File: config.mk
export PLATFORM = sky130hd
export DESIGN_NAME = ex_div_unit_flat
export DESIGN_NICKNAME = d
export VERILOG_FILES = /design/src/rtl/ex_div_unit_if.sv /design/src/rtl/ex_div_unit.sv /design/src/flat_wrapper.sv
export SDC_FILE = /design/constraint.sdc
export NUM_CORES = 1
export LEC_CHECK = 0
export ABC_CLOCK_PERIOD_IN_PS = 6650
export BUFFER_PORTS_ARGS = -buffer_cell sky130_fd_sc_hd__buf_2
export CORE_MARGIN = 2
export CORE_UTILIZATION = 25
export CTS_CLUSTER_DIAMETER = 80
export DETAILED_ROUTE_END_ITERATION = 6
export PLACE_DENSITY = 0.43
export SLEW_MARGIN = 10
export SYNTH_ARGS = -nofsm -noshare
export SYNTH_HDL_FRONTEND = slang
export SYNTH_SLANG_ARGS = --single-unit
File: constraint.sdc
create_clock -name clk -period 6.65 [get_ports clk]
set_input_delay 0.9975 -clock clk [delete_from_list [all_inputs] [get_ports clk]]
set_output_delay 0.9975 -clock clk [all_outputs]
set_load 0.005 [all_outputs]
File: src/rtl/ex_div_unit_if.sv
// Request/response bundle between the EX stage and the iterative divider.
// The master drives the request; the slave answers with busy/valid/result.
interface ex_div_unit_if #(
    parameter int XLEN = 64
);
    logic            div_en_i;
    logic [2:0]      div_sel_i;
    logic [XLEN-1:0] src1_i;
    logic [XLEN-1:0] src2_i;
    logic            flush_i;
    logic            div_busy_o;
    logic            div_valid_o;
    logic [XLEN-1:0] div_result_o;

    modport master (
        output div_en_i, div_sel_i, src1_i, src2_i, flush_i,
        input  div_busy_o, div_valid_o, div_result_o
    );

    modport slave (
        input  div_en_i, div_sel_i, src1_i, src2_i, flush_i,
        output div_busy_o, div_valid_o, div_result_o
    );
endinterface

File: src/rtl/ex_div_unit.sv
// RV64M iterative restoring divider: one quotient bit per cycle,
// divide-by-zero and signed overflow resolved at accept time.
module ex_div_unit #(
    parameter int XLEN = 64
) (
    input logic          clk,
    input logic          rst,
    ex_div_unit_if.slave bus
);
    typedef enum logic [1:0] {IDLE, CALC, DONE} state_t;

    localparam logic [XLEN-1:0] MIN_X = {1'b1, {(XLEN-1){1'b0}}};
    localparam logic [XLEN-1:0] MIN_W = {{(XLEN-31){1'b1}}, {31{1'b0}}};

    state_t          state;
    logic [6:0]      cnt;
    logic [2:0]      sel_q;
    logic [XLEN-1:0] dvs;
    logic [XLEN-1:0] rem;
    logic [XLEN-1:0] quo;
    logic            neg_q;
    logic            neg_r;
    logic            valid_q;
    logic [XLEN-1:0] result_q;

    function automatic logic [XLEN-1:0] sx32(input logic [XLEN-1:0] v);
        return {{(XLEN-32){v[31]}}, v[31:0]};
    endfunction

    // Operand conditioning at accept time
    logic            w_op;
    logic            sgn;
    logic [XLEN-1:0] op1;
    logic [XLEN-1:0] op2;
    logic            s1;
    logic            s2;
    logic [XLEN-1:0] mag1;
    logic [XLEN-1:0] mag2;
    logic            dz;
    logic            ovf;
    logic [XLEN-1:0] spec_res;

    always_comb begin
        w_op = bus.div_sel_i[2];
        sgn  = ~bus.div_sel_i[0];
        op1  = bus.src1_i;
        op2  = bus.src2_i;
        if (w_op) begin
            op1 = sgn ? sx32(bus.src1_i) : {{(XLEN-32){1'b0}}, bus.src1_i[31:0]};
            op2 = sgn ? sx32(bus.src2_i) : {{(XLEN-32){1'b0}}, bus.src2_i[31:0]};
        end
        s1   = sgn & op1[XLEN-1];
        s2   = sgn & op2[XLEN-1];
        mag1 = s1 ? -op1 : op1;
        mag2 = s2 ? -op2 : op2;
        dz   = (op2 == '0);
        ovf  = sgn & (op2 == '1) & (op1 == (w_op ? MIN_W : MIN_X));
        if (bus.div_sel_i[1])
            spec_res = dz ? (w_op ? sx32(bus.src1_i) : bus.src1_i) : '0;
        else
            spec_res = dz ? '1 : op1;
    end

    // One restoring step and the result it would produce if it is the last
    logic [XLEN:0]   nxt;
    logic [XLEN:0]   diff;
    logic            ok;
    logic [XLEN-1:0] rem_n;
    logic [XLEN-1:0] quo_n;
    logic [XLEN-1:0] q_s;
    logic [XLEN-1:0] r_s;
    logic [XLEN-1:0] fin_res;

    always_comb begin
        nxt     = {rem, quo[XLEN-1]};
        diff    = nxt - {1'b0, dvs};
        ok      = ~diff[XLEN];
        rem_n   = ok ? diff[XLEN-1:0] : nxt[XLEN-1:0];
        quo_n   = {quo[XLEN-2:0], ok};
        q_s     = neg_q ? -quo_n : quo_n;
        r_s     = neg_r ? -rem_n : rem_n;
        fin_res = sel_q[1] ? r_s : q_s;
        if (sel_q[2])
            fin_res = sx32(fin_res);
    end

    always_ff @(posedge clk) begin
        if (rst) begin
            state    <= IDLE;
            cnt      <= '0;
            sel_q    <= '0;
            dvs      <= '0;
            rem      <= '0;
            quo      <= '0;
            neg_q    <= 1'b0;
            neg_r    <= 1'b0;
            valid_q  <= 1'b0;
            result_q <= '0;
        end else if (bus.flush_i) begin
            state   <= IDLE;
            valid_q <= 1'b0;
        end else begin
            valid_q <= 1'b0;
            unique case (state)
                IDLE: begin
                    if (bus.div_en_i) begin
                        sel_q <= bus.div_sel_i;
                        dvs   <= mag2;
                        rem   <= '0;
                        // W dividends start at the top so 32 shifts consume them
                        quo   <= w_op ? {mag1[31:0], {(XLEN-32){1'b0}}} : mag1;
                        neg_q <= s1 ^ s2;
                        neg_r <= s1;
                        if (dz || ovf) begin
                            state    <= DONE;
                            cnt      <= '0;
                            valid_q  <= 1'b1;
                            result_q <= spec_res;
                        end else begin
                            state <= CALC;
                            cnt   <= w_op ? 7'd32 : 7'd64;
                        end
                    end
                end
                CALC: begin
                    rem <= rem_n;
                    quo <= quo_n;
                    cnt <= cnt - 7'd1;
                    if (cnt == 7'd1) begin
                        state    <= DONE;
                        valid_q  <= 1'b1;
                        result_q <= fin_res;
                    end
                end
                DONE: state <= IDLE;
                default: state <= IDLE;
            endcase
        end
    end

    assign bus.div_busy_o   = ~rst & ((state == CALC) |
                              ((state == IDLE) & bus.div_en_i & ~bus.flush_i));
    assign bus.div_valid_o  = valid_q;
    assign bus.div_result_o = result_q;
endmodule

File: src/flat_wrapper.sv
// flat-port wrapper written by rule: the top's interface ports become plain ports
module ex_div_unit_flat 
#(
    parameter int XLEN = 64
)
  (clk, rst, bus_div_en_i, bus_div_sel_i, bus_src1_i, bus_src2_i, bus_flush_i, bus_div_busy_o, bus_div_valid_o, bus_div_result_o);
  ex_div_unit_if #(.XLEN(XLEN)) bus_i ();
  input logic clk;
  input logic rst;
  input wire logic [$bits(bus_i.div_en_i)-1:0] bus_div_en_i;
  input wire logic [$bits(bus_i.div_sel_i)-1:0] bus_div_sel_i;
  input wire logic [$bits(bus_i.src1_i)-1:0] bus_src1_i;
  input wire logic [$bits(bus_i.src2_i)-1:0] bus_src2_i;
  input wire logic [$bits(bus_i.flush_i)-1:0] bus_flush_i;
  output wire logic [$bits(bus_i.div_busy_o)-1:0] bus_div_busy_o;
  output wire logic [$bits(bus_i.div_valid_o)-1:0] bus_div_valid_o;
  output wire logic [$bits(bus_i.div_result_o)-1:0] bus_div_result_o;
  assign bus_i.div_en_i = bus_div_en_i;
  assign bus_i.div_sel_i = bus_div_sel_i;
  assign bus_i.src1_i = bus_src1_i;
  assign bus_i.src2_i = bus_src2_i;
  assign bus_i.flush_i = bus_flush_i;
  assign bus_div_busy_o = bus_i.div_busy_o;
  assign bus_div_valid_o = bus_i.div_valid_o;
  assign bus_div_result_o = bus_i.div_result_o;
  ex_div_unit #(.XLEN(XLEN)) u_core (.clk(clk), .rst(rst), .bus(bus_i));
endmodule
==> results_dict.tcl, run 1 <==
set metrics [dict create \
    outcome "finished with violations" \
    violations "design-rule violations" \
    clk_pin_slew_ns 0.06 \
    slowest_stage "or4_1" \
    gp_congestion 0.9149 \
    numCtsBuffers 41 \
    nets 3937 \
    startpoint "u_core.quo[63]" \
    num_rows 116 \
    async_flop_share_pct 0 \
    grt-ovfl-total 0 \
    crit_cells 24 \
    synth_fa_ha_area_share_pct 3.661 \
    rsz0062_at_grt "no" \
    vias_per_cell 5.633 \
    p_per_area_mw_per_mm2 191.5 \
    ctsHoldBuffers 0 \
    drv_slew 0 \
    setup_viol 0 \
    grt_max_degree 87 \
    grt_usage_pct 24.49 \
    clock.fmax_mhz 161.2 \
    final_cells 5120 \
    synth_top_family_by_area "compound AO/OA/AOI/OAI gates" \
    cp_common_cell "inv_1" \
    dp_slack_ns 0.3819 \
    netlist_instances 3689 \
    r2r_slack_ns 0.45 \
    cp_max_fo 12 \
    arrival_ns 6.66 \
    fin_crit_ns 6.205 \
    h-tree-depth 2 \
    criticalPathCategory "reg -> reg" \
    dr.pass1.iters 7 \
    start_util_pct 25.28 \
    drcViolationCount 9 \
    design.portCount 201 \
    synth_top_cell_by_area "dfxtp_1" \
    cpLargestDelayFamily "simple AND/OR/NAND/NOR gates" \
    yosysUniqueCellTypes 114 \
    max-vdd-ir-drop_v 0.0001588 \
    setup.worst_path.start_class "flop" \
    yosysMostFrequentCell "nor2_1" \
    dpl.cell_count 5040 \
    vias 28839 \
    clockBufferDepth 3 \
    synth_edf_count 0 \
    finalPower_w 0.005566 \
    clock_sinks 270 \
    fin_crit_sh_pct 93.31 \
    dp_hpwl_um 103200 \
    synth_xor_area_share_pct 9.050 \
    max_cap_violations 0 \
    die_area_mm2 0.1040 \
    antenna_left 0 \
    drive_gt1_share_pct 11.96 \
    yosysTopAreaCellShare_pct 21.32 \
    seq_area_frac_synth_pct 21.32 \
    critical_path_required_ns 7.11 \
    synth_compound_area_share_pct 31.88 \
    area_growth_pct 14.65 \
    max_slew_margin_pct 24.62 \
    min_path_type "reg -> reg" \
    r2r-end "u_core.bus.div_result_o[60]" \
    p_leak_nw 10.97 \
    crit_path_end_kind "flop" \
    synth-seq-cells 270 \
    syn-num-nets 3896 \
    core_area_mm2 0.1003 \
    wire_per_inst_um 25.76 \
    grt_pass1_vias 25998 \
    whs_ns 0.4523 \
    tightestPinTransition_ns 1.127 \
    synthMuxAreaShare_pct 1.396 \
    ys_top_cells_by_area "dfxtp_1 21%, nor2_1 7.3%, a21oi_1 6.3%" \
    hold_viol 0 \
    ys.flop_type "dfxtp_1" \
    reg2reg_depth 24 \
    grt_antenna_before_repair 7 \
    setup_slack_ns 0.4452 \
    setup_tns_ns 0 \
    critical_path.endpoint "u_core.bus.div_result_o[60]" \
    io_buffers 200 \
    finClkSkew_ns 0.01916 \
    root_buffer "clkbuf_16" \
    grt_pass1_wl_um 189000 \
    synthesis.area_mm2 0.02536 \
    clk_latency_ns 0.60 \
    synth-simple-area-share_pct 26.38 \
    cts_tree "done" \
    fp.dieH_um 322.5 \
    path_buf_inv 5 \
    routed_wl_um 131900 \
    die_x_um 322.5 \
    synthTopCellsByCount "491 x nor2_1, 411 x nand2_1, 318 x a21oi_1" \
    drtIter0Drc 3382 \
    cpPeakStageDelay_ns 0.51 \
    r2r_start "u_core.quo[63]" \
    syn_area_per_cell_um2 6.874 \
    yosysWarningCount 0 \
    worstPathCellList "inv_1, ha_1, fa_1, nand2b_1, a211oi_2, o21ai_2, a21boi_4, o2111ai_1, and4b_4, clkinv_2, buf_4, o21ai_0, inv_1, ha_1, inv_1, or4_1, or4_1, or3_1, o31ai_4, nand4_1, or2_1, o31ai_1, xor2_1, o31ai_1" \
]
[metal layers]
layer  routed length, um  GRT usage, %  part of all wire (%)  vias to the layer above
li1                    -             -                     -                    13613
met1               58900         33.82                    45                    13874
met2               60610         39.94                    46                     1196
met3                9205         3.629                   7.0                      152
met4                3170         5.659                   2.4                        4
met5                  32             0                 0.024                        -
[flip-flops by register name, indices dropped and copies added (netlist names)]
register / cells
u_core.dvs: 64
u_core.cnt: 7
u_core.neg_q: 1
u_core.state: 2
u_core.rem: 64
u_core.bus.div_valid_o: 1
u_core.sel_q: 2
u_core.neg_r: 1
u_core.quo: 64
u_core.bus.div_result_o: 64
[layout by cell type, fill, tap and decap left out, types with 23 or more instances in the layout]
master and n:
a211oi_1 128, a21o_1 32, a21oi_1 315, a22oi_1 56
a31oi_1 30, buf_2 198, buf_4 79, clkbuf_16 42
dfxtp_1 267, ha_1 71, inv_1 113, mux2i_1 23
nand2_1 411, nand3_1 60, nand4_1 67, nor2_1 486
nor3_1 115, nor4_1 49, o211ai_1 45, o21ai_0 285
o21ai_1 24, o31ai_1 62, o41ai_1 26, or3_1 48
or4_1 29, xnor2_1 131, xor2_1 131
[power breakdown]
group / internal, W / total, W / switching, W / leakage (nW)
sequential: 0.00168 / 0.00175 / 0.0000695 / 2.20
clock: 0.00144 / 0.00236 / 0.000919 / 0.699
combinational: 0.000442 / 0.00146 / 0.00102 / 8.08
total: 0.00356 / 0.00557 / 0.00201 / 11.0
[per-stage QoR]
| step | util (%) | cell area [um^2] |
|---|---|---|
| 3_5_place_dp | 27.51 | 27590 |
| 5_1_grt | 28.98 | 29070 |
| 3_3_place_gp | 27.51 | 27590 |
| 6_report | 28.99 | 29070 |
| 2_1_floorplan | - | 25360 |
| 4_1_cts | 28.93 | 29010 |
[kinds of logic (layout without fill, tap and decap cells)]
logic type	count (synthesis)	count (layout)
DFF	270	270
xor gates and xnor gates	262	262
AOI/OAI and AO/OA	1233	1233
muxes	34	34
buffers and inverters	398	470
and+or+nand+nor	1418	1418
other	0	2
adders and majority gates	74	74
[area by class of cell]
class / count / area [um^2]
Multi-Input combinational cell: 3021 / 18460
Antenna cell: 2 / 5.005
Sequential cell: 270 / 5409
Inverter: 116 / 436.7
Tap cell: 1357 / 1698
Fill cell: 11139 / 71220
Timing Repair Buffer: 280 / 1638
Clock inverter: 16 / 245.2
Clock buffer: 58 / 1181
[worst min-delay path, cell delays in order, from the launching register on]
cell     delay, ns
dfxtp_1       0.31
nand2_1       0.05
a21oi_1       0.05
[repair_timing]
item,4_1_cts,5_1_grt
setup endpoints to repair,0,4
buffers inserted,0,4
resized for setup,0,5
[worst min path at each step]
stage,start,slack (ns),end,depth (start not counted)
after floorplan,u_core.dvs[32],0.43,u_core.dvs[32],2
after global placement,u_core.bus.div_result_o[43],0.44,u_core.bus.div_result_o[43],2
after detailed placement,u_core.bus.div_result_o[35],0.44,u_core.bus.div_result_o[35],1
after CTS,u_core.dvs[33],0.45,u_core.dvs[33],2
after global routing,u_core.dvs[33],0.47,u_core.dvs[33],2
final,u_core.dvs[36],0.45,u_core.dvs[36],2
Note: power is estimated with default switching activity, not from simulation.
==> run 2: changes to the inputs <==
- CORE_UTILIZATION: 25 -> 30
- PLACE_DENSITY: 0.43 -> 0.49
==> run 2 against run 1 <==
The flow now finishes without violations. Cell count is 4.8% lower. Design area is 2.1% lower. Die area is 16% lower. Global-route usage is 2.8 points higher. First-iteration DRC count is 4.9% lower. Fmax is 1.4% lower. Sequential power hardly changed. Count of clock-buffer cells in the layout is 7 lower. Flip-flop and latch count stayed put. Sequential share of layout area is 0.39 points higher. Power is 4.9% lower. Critical endpoint is now u_core.bus.div_result_o[50]. Largest cell class unchanged. Highest routed layer unchanged.
==> results_dict.tcl, run 2 (synthesis gave the netlist of run 1 again) <==
set metrics [dict create \
    outcome "finished clean" \
    grt_pass1_vias 25781 \
    core_area_mm2 0.08369 \
    cp_max_fo 18 \
    antenna_left 0 \
    ctsHoldBuffers 0 \
    drv_slew 0 \
    drtIter0Drc 3216 \
    max-vdd-ir-drop_v 0.0001332 \
    clock.fmax_mhz 158.9 \
    setup_tns_ns 0 \
    intPower_w 0.003321 \
    mostFrequentLayoutCells "486 x nor2_1, 411 x nand2_1, 316 x a21oi_1" \
    dr.pass1.iters 7 \
    finClkSkew_ns 0.02265 \
    setup.worst_path.start_class "flop" \
    root_buffer "clkbuf_16" \
    worst_hold_path.num_cells 2 \
    wire_per_inst_um 25.17 \
    fin_crit_sh_pct 94.62 \
    dp_hpwl_um 95700 \
    vias 28799 \
    design.portCount 201 \
    grt_max_degree 119 \
    drive_gt1_share_pct 11.48 \
    clk_latency_ns 0.59 \
    slowest_stage "or4_1" \
    numCtsBuffers 38 \
    clockBufferDepth 3 \
    clk_pin_slew_ns 0.06 \
    dp_slack_ns 0.2954 \
    grt_pass1_wl_um 178400 \
    tightestPinTransition_ns 1.139 \
    hold_viol 0 \
    start_util_pct 30.30 \
    crit_path_end_kind "flop" \
    max_slew_margin_pct 23.81 \
    criticalPathCategory "reg -> reg" \
    grt_antenna_before_repair 7 \
    crit_cells 25 \
    cts_tree "done" \
    die_area_mm2 0.08686 \
    fp.dieH_um 294.7 \
    critical_path_required_ns 7.09 \
    fill_cells 9180 \
    grt_usage_pct 27.27 \
    combPwrFrac_pct 27.2 \
    min_path_type "reg -> reg" \
    grt-ovfl-total 0 \
    h-tree-depth 2 \
    p_leak_nw 10.80 \
    arrival_ns 6.74 \
    fin_crit_ns 6.292 \
    clock_sinks 270 \
    routed_wl_um 122600 \
    setup_slack_ns 0.3581 \
    drcViolationCount 0 \
    num_rows 106 \
    seq_area_mm2 0.005409 \
    path_buf_inv 4 \
    setup_viol 0 \
    reg2reg_depth 25 \
    io_buffers 200 \
    gp_congestion 0.9329 \
    p_clk_share_pct 39.8 \
    cpLargestDelayFamily "simple AND/OR/NAND/NOR gates" \
    multi_input_area_mm2 0.01845 \
    p_switching_w 0.001971 \
    final_common_cell "nor2_1" \
    nets 3917 \
    swShare_pct 37.25 \
    vias_per_cell 5.911 \
    die_x_um 294.7 \
    p_per_area_mw_per_mm2 185.8 \
    cpPeakStageDelay_ns 0.51 \
    power.share.sequential_pct 33.0 \
    max_cap_violations 0 \
    area_growth_pct 12.29 \
]
## run 2: path summary, 6_finish.rpt
path | startpoint | end | slack, ns
setup / recovery | u_core.quo[63] | u_core.bus.div_result_o[50] | 0.36
hold / removal | u_core.bus.div_result_o[43] | u_core.bus.div_result_o[43] | 0.45
setup reg to reg | u_core.quo[63] | u_core.bus.div_result_o[50] | 0.36
hold reg to reg | u_core.bus.div_result_o[43] | u_core.bus.div_result_o[43] | 0.45
## run 2: power by group through the flow
stage	registers (W)	logic (W)	clock network (W)
2_1_floorplan	0.00175	0.000902	0
3_3_place_gp	0.00178	0.00139	0
3_5_place_dp	0.00178	0.00139	0
4_1_cts	0.00175	0.00139	0.00213
5_1_grt	0.00176	0.00154	0.00219
6_report	0.00175	0.00144	0.00211
## run 2: per-layer routing
| metal | wire (um) | vias to the layer above | global-route usage (%) |
|---|---|---|---|
| met3 | 10890 | 164 | 4.525 |
| met5 | 18 | - | 0 |
| met1 | 53170 | 13813 | 37.87 |
| met4 | 3711 | 4 | 8.051 |
| met2 | 54840 | 1263 | 42.99 |
| li1 | - | 13555 | - |
## run 2: repair_timing
| action | in CTS | in global routing |
|---|---|---|
| resized for setup | 0 | 6 |
| buffers inserted | 0 | 4 |
| endpoints found under the setup margin | 0 | 9 |
## run 2: per-stage QoR
stage          hold WS [ns]  util (%)  area (um^2)  power, W  std cells
5_1_grt              0.4701     34.02        28470  0.005481       4870
6_report             0.4497     34.02        28470  0.005292       4872
3_5_place_dp         0.4457     32.46        27160  0.003169       4800
2_1_floorplan        0.4319         -        25360  0.002657       3689
3_3_place_gp         0.4351     32.46        27160  0.003175       4800
4_1_cts              0.4518     33.95        28410  0.005266       4866
## run 2: area by class of cell
type	count	area share (%)
diodes	2	0.01758
repair buffers	263	5.260
well taps	1134	4.983
flip-flops and latches	270	19.00
clock inverters	15	0.6020
multi-input cells	3021	64.81
inverters	116	1.538
clock buffers	51	3.792
## run 2: worst register-to-register path, delay by kind of cell, from the launching register on
family                   cells  cell delay (ns)
adder cells (fa/ha/maj)      3             0.91
AND/OR/NAND/NOR              8             2.36
flip-flops                   1             0.36
buffers and inverters        4             0.48
XOR/XNOR                     1             0.13
AO/OA/AOI/OAI                9             1.90
